<file path="config.mk">
export PLATFORM = sky130hd
export DESIGN_NAME = alu_operand_sequencer
export DESIGN_NICKNAME = d
export VERILOG_FILES = /design/src/rtl/alu_pkg.sv /design/src/rtl/alu_operand_sequencer_stb_sync_edge.sv /design/src/rtl/alu_operand_sequencer.sv
export SDC_FILE = /design/constraint.sdc
export NUM_CORES = 1
export LEC_CHECK = 0
export CAP_MARGIN = 20
export CORE_MARGIN = 3
export CORE_UTILIZATION = 45
export DETAILED_ROUTE_END_ITERATION = 10
export PLACE_DENSITY = 0.79
export SYNTH_ARGS = -nofsm -noshare
export SYNTH_HDL_FRONTEND = slang
export SYNTH_SLANG_ARGS = --single-unit
</file>
<file path="constraint.sdc">
create_clock -name clk -period 1.8 [get_ports clk]
set_clock_uncertainty 0.2 [all_clocks]
set_input_delay 0.18 -clock clk [delete_from_list [all_inputs] [get_ports clk]]
set_output_delay 0.18 -clock clk [all_outputs]
set_load 0.005 [all_outputs]
</file>
<file path="src/rtl/alu_pkg.sv">
// Shared types for the ALU operand sequencer: sequencer states, op codes and the
// default data width.
package alu_pkg;
  localparam int ALU_DATA_W = 8;

  typedef enum logic [2:0] {
    S_A    = 3'd0,
    S_B    = 3'd1,
    S_OP   = 3'd2,
    S_EXEC = 3'd3,
    S_DONE = 3'd4
  } state_e;

  localparam logic [1:0] OP_ADD = 2'b00;
  localparam logic [1:0] OP_SUB = 2'b01;
  localparam logic [1:0] OP_AND = 2'b10;
  localparam logic [1:0] OP_OR  = 2'b11;
endpackage

</file>
<file path="src/rtl/alu_operand_sequencer_stb_sync_edge.sv">
// Synchronises the asynchronous strobe pin and turns its rising edge into a
// single-cycle pulse. The whole chain freezes while ena is low.
module stb_sync_edge #(
  parameter int SYNC_STAGES = 2
) (
  input  logic clk,
  input  logic rst_n,
  input  logic ena,
  input  logic async_in,
  output logic pulse_out
);
  logic [SYNC_STAGES-1:0] r_sync;
  logic                   r_edge;

  always_ff @(posedge clk or negedge rst_n) begin
    if (!rst_n) begin
      r_sync <= '0;
      r_edge <= 1'b0;
    end else if (ena) begin
      r_sync <= {r_sync[SYNC_STAGES-2:0], async_in};
      r_edge <= r_sync[SYNC_STAGES-1];
    end
  end

  assign pulse_out = r_sync[SYNC_STAGES-1] & ~r_edge;
endmodule

</file>
<file path="src/rtl/alu_operand_sequencer.sv">
// Collects A, B and the op selector byte-by-byte from one bus, holds them stable
// for the combinational ALU and captures its result one cycle later.
module alu_operand_sequencer
  import alu_pkg::*;
#(
  parameter int DATA_W      = ALU_DATA_W,
  parameter int SYNC_STAGES = 2
) (
  input  logic              clk,
  input  logic              rst_n,
  input  logic              ena,
  input  logic [DATA_W-1:0] din,
  input  logic              din_stb,
  input  logic              clr,
  output logic [DATA_W-1:0] alu_a,
  output logic [DATA_W-1:0] alu_b,
  output logic [1:0]        alu_sel,
  input  logic [DATA_W-1:0] alu_result,
  output logic [DATA_W-1:0] res,
  output logic              res_valid,
  output logic              busy,
  output logic [2:0]        state_dbg
);
  state_e            r_state;
  logic [DATA_W-1:0] r_a, r_b, r_res;
  logic [1:0]        r_sel;
  logic              r_vld;
  logic              w_stb;

  stb_sync_edge #(.SYNC_STAGES(SYNC_STAGES)) u_stb (
    .clk      (clk),
    .rst_n    (rst_n),
    .ena      (ena),
    .async_in (din_stb),
    .pulse_out(w_stb)
  );

  always_ff @(posedge clk or negedge rst_n) begin
    if (!rst_n) begin
      r_state <= S_A;
      r_a     <= '0;
      r_b     <= '0;
      r_sel   <= '0;
      r_res   <= '0;
      r_vld   <= 1'b0;
    end else if (ena) begin
      if (clr) begin
        // abort wins over a coincident strobe, which is dropped
        r_state <= S_A;
        r_a     <= '0;
        r_b     <= '0;
        r_sel   <= '0;
        r_res   <= '0;
        r_vld   <= 1'b0;
      end else begin
        case (r_state)
          S_A: if (w_stb) begin
            r_a     <= din;
            r_state <= S_B;
          end
          S_B: if (w_stb) begin
            r_b     <= din;
            r_state <= S_OP;
          end
          S_OP: if (w_stb) begin
            r_sel   <= din[1:0];
            r_state <= S_EXEC;
          end
          S_EXEC: begin
            r_res   <= alu_result;
            r_vld   <= 1'b1;
            r_state <= S_DONE;
          end
          S_DONE: if (w_stb) begin
            // next byte after a finished op starts a fresh sequence as operand A
            r_a     <= din;
            r_vld   <= 1'b0;
            r_state <= S_B;
          end
          default: r_state <= S_A;
        endcase
      end
    end
  end

  assign alu_a     = r_a;
  assign alu_b     = r_b;
  assign alu_sel   = r_sel;
  assign res       = r_res;
  assign res_valid = r_vld;
  assign busy      = (r_state == S_B) || (r_state == S_OP) || (r_state == S_EXEC);
  assign state_dbg = r_state;
endmodule

</file>
# Yosys cells after proc, flatten, opt, wreduce, memory -nomap -nowiden
# Cells that the tools add are included.
[classes] eq_ne=8 muxes=18 bitwise_logic=2 n_reduce_logical=16
[op_table] op="8-bit two-way mux" count=7
[op_table] op="3-bit two-way mux" count=4
[op_table] op="3-bit one-hot mux with 4 select lines" count=1
[op_table] op="3-bit AND reduction" count=4
[op_table] op="2-bit nonzero test" count=5
[op_table] op="3-bit by 2-bit inequality test with 1-bit output, second input constant" count=3
[op_table] op="3-bit by 2-bit == test with 1-bit output, second input constant" count=2
[op_table] op="2-bit two-way mux" count=3
[op_table] op="4-bit AND reduction" count=1
[op_table] op="3-bit by 1-bit == test with 1-bit output, second input constant" count=1
[op_table] op="3-bit == test, second input constant" count=1
[op_table] op="3-bit zero test" count=1
[op_table] op="3-bit by 1-bit inequality test with 1-bit output, second input constant" count=1
[op_table] op="3-bit nonzero test" count=1
[op_table] op="1-bit logical OR" count=2
[op_table] op="1-bit two-way mux" count=2
[op_table] op="1-bit one-hot mux with 2 select lines" count=1
[op_table] op="2-bit AND reduction" count=1
[op_table] op="2-bit OR reduction" count=1
[op_table] op="1-bit AND" count=1
[op_table] op="1-bit NOT" count=1
[word_totals] register_bits=33 inputBits=21 out_inout_bits=31 word_cells=52

# Longest topological paths before layout
[depth] depth_word=5 ltp_mapped=6 mapped_depth_nobuf=4

# Modules after synthesis
# Synthesis repeated with hierarchy kept, for this count alone.
[unflattened] cells_unflattened=137 hier_area_um2=1570.3
[by_module_without_submodules] mod="alu_operand_sequencer" n_inst=1 cells_each=130 area_per_inst_um2=1455.1 seq_area_each_um2=750.7
[by_module_without_submodules] mod="stb_sync_edge" n_inst=1 cells_each=7 area_per_inst_um2=115.1 seq_area_each_um2=75.1

# Worst setup path before layout
# Ideal clock, no wire load.
[synth_path] path_type="flip-flop to flip-flop" start="register r_state[1] (netlist: state_dbg[1])" end="register r_a[0] (netlist: alu_a[0])" setup_ns=0.128 arrival_time_ns=1.187 t_required_ns=1.472 setup_slack_ns=0.285 path_stages_with_launch=5 path_buffers=1 synth_period_minus_slack_ns=1.515 path_cell_list="dfrtp_1 buf_6 nor4b_2 o21ai_2 mux2_1"
[synth_between] elab_chain_cells=4 elab_cells_between_ends=5 classes_between="eq/ne: 1; reduce/logical: 4"
[synth_lines] element="from (decl)" line_no="alu_operand_sequencer.sv:24" rtl="state_e r_state;"
[synth_lines] element="from (signal assigned)" line_no="alu_operand_sequencer.sv:40" rtl="r_state <= S_A;"
[synth_lines] element="from (signal assigned)" line_no="alu_operand_sequencer.sv:49" rtl="r_state <= S_A;"
[synth_lines] element="from (signal assigned)" line_no="alu_operand_sequencer.sv:59" rtl="r_state <= S_B;"
[synth_lines] element="3-bit == test / 3-bit zero test (equally long branches)" line_no="alu_operand_sequencer.sv:56" rtl="case (r_state)"
[synth_lines] element="2-bit OR reduction (no line) *"
[synth_lines] element="2-bit nonzero test (no line) *"
[synth_lines] element="3-bit AND reduction (no line) *"
[synth_lines] element="to (signal assigned)" line_no="alu_operand_sequencer.sv:58" rtl="r_a <= din;"
[synth_lines] element="to (signal assigned)" line_no="alu_operand_sequencer.sv:76" rtl="r_a <= din;"
[synth_lines] element="to (decl)" line_no="alu_operand_sequencer.sv:25" rtl="logic [DATA_W-1:0] r_a, r_b, r_res;"
# Mark *: on every way between the ends. The rest lies on a longest branch, timed or not.
# A chain may end at the register's enable or synchronous reset.

# Worst setup path after layout
[layout_path] start="register r_state[1] (netlist: state_dbg[1])" end="register r_b[1] (netlist: alu_b[1])"
[layout_between] elab_chain_cells=3
[layout_lines] element="3-bit by 1-bit == test with 1-bit output" line_no="alu_operand_sequencer.sv:56"
[layout_lines] element="2-bit nonzero test (no line)"
[layout_lines] element="3-bit AND reduction (no line)"
[layout_lines] element="to (signal assigned)" line_no="alu_operand_sequencer.sv:62" rtl="r_b <= din;"
[layout_lines] element="to (decl)" line_no="alu_operand_sequencer.sv:25"
# No other way between the ends.

==> impl_metrics.ini <==
[worst_setup_path]
ff2ff_setup_slack_ns = 0.13
worstSetupEndpointType = flip-flop
worst_ep_arrival_time_ns = 1.69
r2r.worst_path.cells = 5
crit_fanout = 7
r2r-start = state_dbg[1]
path_class = reg -> reg
required_ns = 1.82
worst_setup_path_start_kind = flip-flop
rr_endpoint = alu_b[1]

[finish]
n_fill_cell = 228
fin_cells = 243
postLayoutCellArea_um2 = 2210
multiInputGateArea_um2 = 614
fin_nets = 219
antenna_cells = 0
final-seq-area_um2 = 830
drive_gt1_frac = 0.231
area_growth_pct = 45.7

[floorplan]
initial_core_util = 0.486
num_rows = 20
die_h_um = 64.1
core_area_um2 = 3130
ioPinCount = 52
dieArea_um2 = 4110
die_x_um = 64.1

[hold_path]
hold_class = in -> async

[global_routing]
grtUsageTotal = 0.187
antenna_found_initial = 0
grt.overflow.total = 0
grt_max_degree = 34
grt_pass1_wl_um = 5980
grt_pass1_vias = 1283

[synth]
syn_area_um2 = 1520
yosysMostFrequentCell = dfrtp_1
syn-num-nets = 152
synth-edff-count = 0
yosys-top-cells-count = dfrtp_1 (33), nand2_1 (11), o21ai_0 (9)
syn_area_per_cell_um2 = 11.6
synthDominantCellAreaShare = 0.544
synth_area_leaders = dfrtp_1 (54%), a22o_1 (4.6%), o31ai_1 (4.0%)
ys_seq_area_frac = 0.544
synth_top_area_cell = dfrtp_1
async_reset_ff_frac = 1.00
syn-instance-count = 131
ys_ff_latch = 33
yosysUniqueCellTypes = 34
yosys_warnings = 0
ys.flop_type = dfrtp_1

[timing]
period_needed_ns = 1.67
rsz0062_at_grt = no
clock.fmax_mhz = 598
worst_slack_ns = 0.129
drv_slew = 0
worstMarginPinSlew_ns = 0.409
finalSetupViolations = 0
relSlewSlack = 0.727
fin_crit_sh = 0.928
finalHoldViolCount = 0

[cts]
cts_hold_repair.buffers = 0
cts_num_sinks = 33
clk_pin_slew_ns = 0.10
root_buffer = clkbuf_4
ctsLongestPathBuffers = 2
clock_latency_ns = 0.33
h-tree-depth = 2
cts_tree = done
cts_buffers = 5

[pwr]
cellLeakagePower_nw = 0.966
ir_worst_vdd_uv = 495
powerDensity_nw_per_um2 = 929

[placement]
gp_congestion = 0.799
dp_hpwl_um = 2630
io_buffers = 51
dp_worst_setup_slack_ns = -0.0685
post_dp_cell_area_um2 = 2100
place_inst = 228

[routing]
routed_wl_um = 3580
dr.pass1.iters = 4
final_antenna_net_count = 0
num_vias = 1290
via_per_inst = 5.31
drc = 0
drt_iter0_markers = 39
wire_per_inst_um = 14.7

[outcome]
status = completed

[job]
cap_violations = 0
## placed cells by master, fill, tap and decap left out, types with 2 or more instances in the layout
| cell | synthesis | routed |
|---|---|---|
| nand2_1 | 11 | 11 |
| o21ai_2 | 2 | 2 |
| a21oi_1 | 4 | 4 |
| a22o_1 | 8 | 8 |
| dfrtp_2 | 0 | 3 |
| clkdlybuf4s50_1 | 0 | 50 |
| nand3_1 | 3 | 3 |
| o21ai_0 | 9 | 9 |
| o31ai_1 | 8 | 8 |
| buf_4 | 1 | 19 |
| o21ai_1 | 4 | 4 |
| nand2b_1 | 7 | 7 |
| dfrtp_1 | 33 | 30 |
| nor3b_1 | 2 | 2 |
| mux2_1 | 2 | 2 |
| nor2b_1 | 2 | 2 |
| clkinv_2 | 0 | 2 |
| nor2_1 | 4 | 4 |
| clkbuf_4 | 0 | 5 |
| nor2b_4 | 2 | 2 |
| mux2_2 | 5 | 5 |
## routing by layer
layer,vias up,global-route usage,wire (um)
li1,609,-,-
met1,618,0.236,1560
met2,56,0.298,1710
met3,7,0.0475,240
met4,0,0.0897,68
met5,-,0,0
## worst max-delay path: stages, from the launching register on
cell	delay, ns
dfrtp_2	0.45
buf_4	0.17
inv_2	0.10
a31oi_2	0.10
nor2_1	0.19
mux2_2	0.36
## report_power, final
group	internal [mW]	total, mW	switching, mW
clock	0.149	0.393	0.244
sequential	0.865	0.951	0.0860
combinational	0.434	0.714	0.280
## timing repair
| item | CTS | global route |
|---|---|---|
| buffers inserted | 6 | 1 |
| endpoints found under the setup margin | 2 | 1 |
| resized for setup | 3 | 1 |
| cloned | 0 | 0 |
## sequential cells by signal, indices dropped and copies added, names as in the netlist
signal	cells
alu_a	8
alu_b	8
res	8
state_dbg	3
alu_sel	2
u_stb.r_sync	2
res_valid	1
u_stb.r_edge	1
## worst max-delay path by stage
stage / from / endpoint / depth (start not counted)
CTS: state_dbg[2] / busy / 2
global placement: clr / alu_a[0] / 4
finish: state_dbg[1] / alu_b[1] / 5
global route: state_dbg[0] / alu_a[3] / 5
detailed placement: clr / alu_a[1] / 4
floorplan: state_dbg[1] / alu_a[0] / 4
## layout make-up
| cell class | count | share of cell area |
|---|---|---|
| timing repair buffer | 70 | 0.296 |
| clock inverter | 2 | 0.00452 |
| multi-input combinational | 86 | 0.278 |
| sequential | 33 | 0.375 |
| inverter | 2 | 0.00339 |
| tap | 44 | 0.0249 |
| clock buffer | 6 | 0.0187 |
## cells by family (layout without fill, tap and decap cells)
kind of cell,count (synthesis),after routing,share of synthesized area
flip-flops,33,33,0.544
multiplexers,7,7,0.0519
buffers and inverters,12,80,0.0519
AO/OA/AOI/OAI,43,43,0.205
AND/OR/NAND/NOR,36,36,0.147
## through the flow
stage	util	total power, mW	hold slack [ns]	TNS, ns
2_1_floorplan	-	1.26	-0.316	0
3_3_place_gp	0.672	1.61	0.272	0
3_5_place_dp	0.672	1.64	0.286	-0.164
4_1_cts	0.704	2.07	0.0500	0
5_1_grt	0.708	2.18	0.0635	0
6_report	0.708	2.06	0.0418	0
Note: power is estimated with default switching activity, not from simulation.
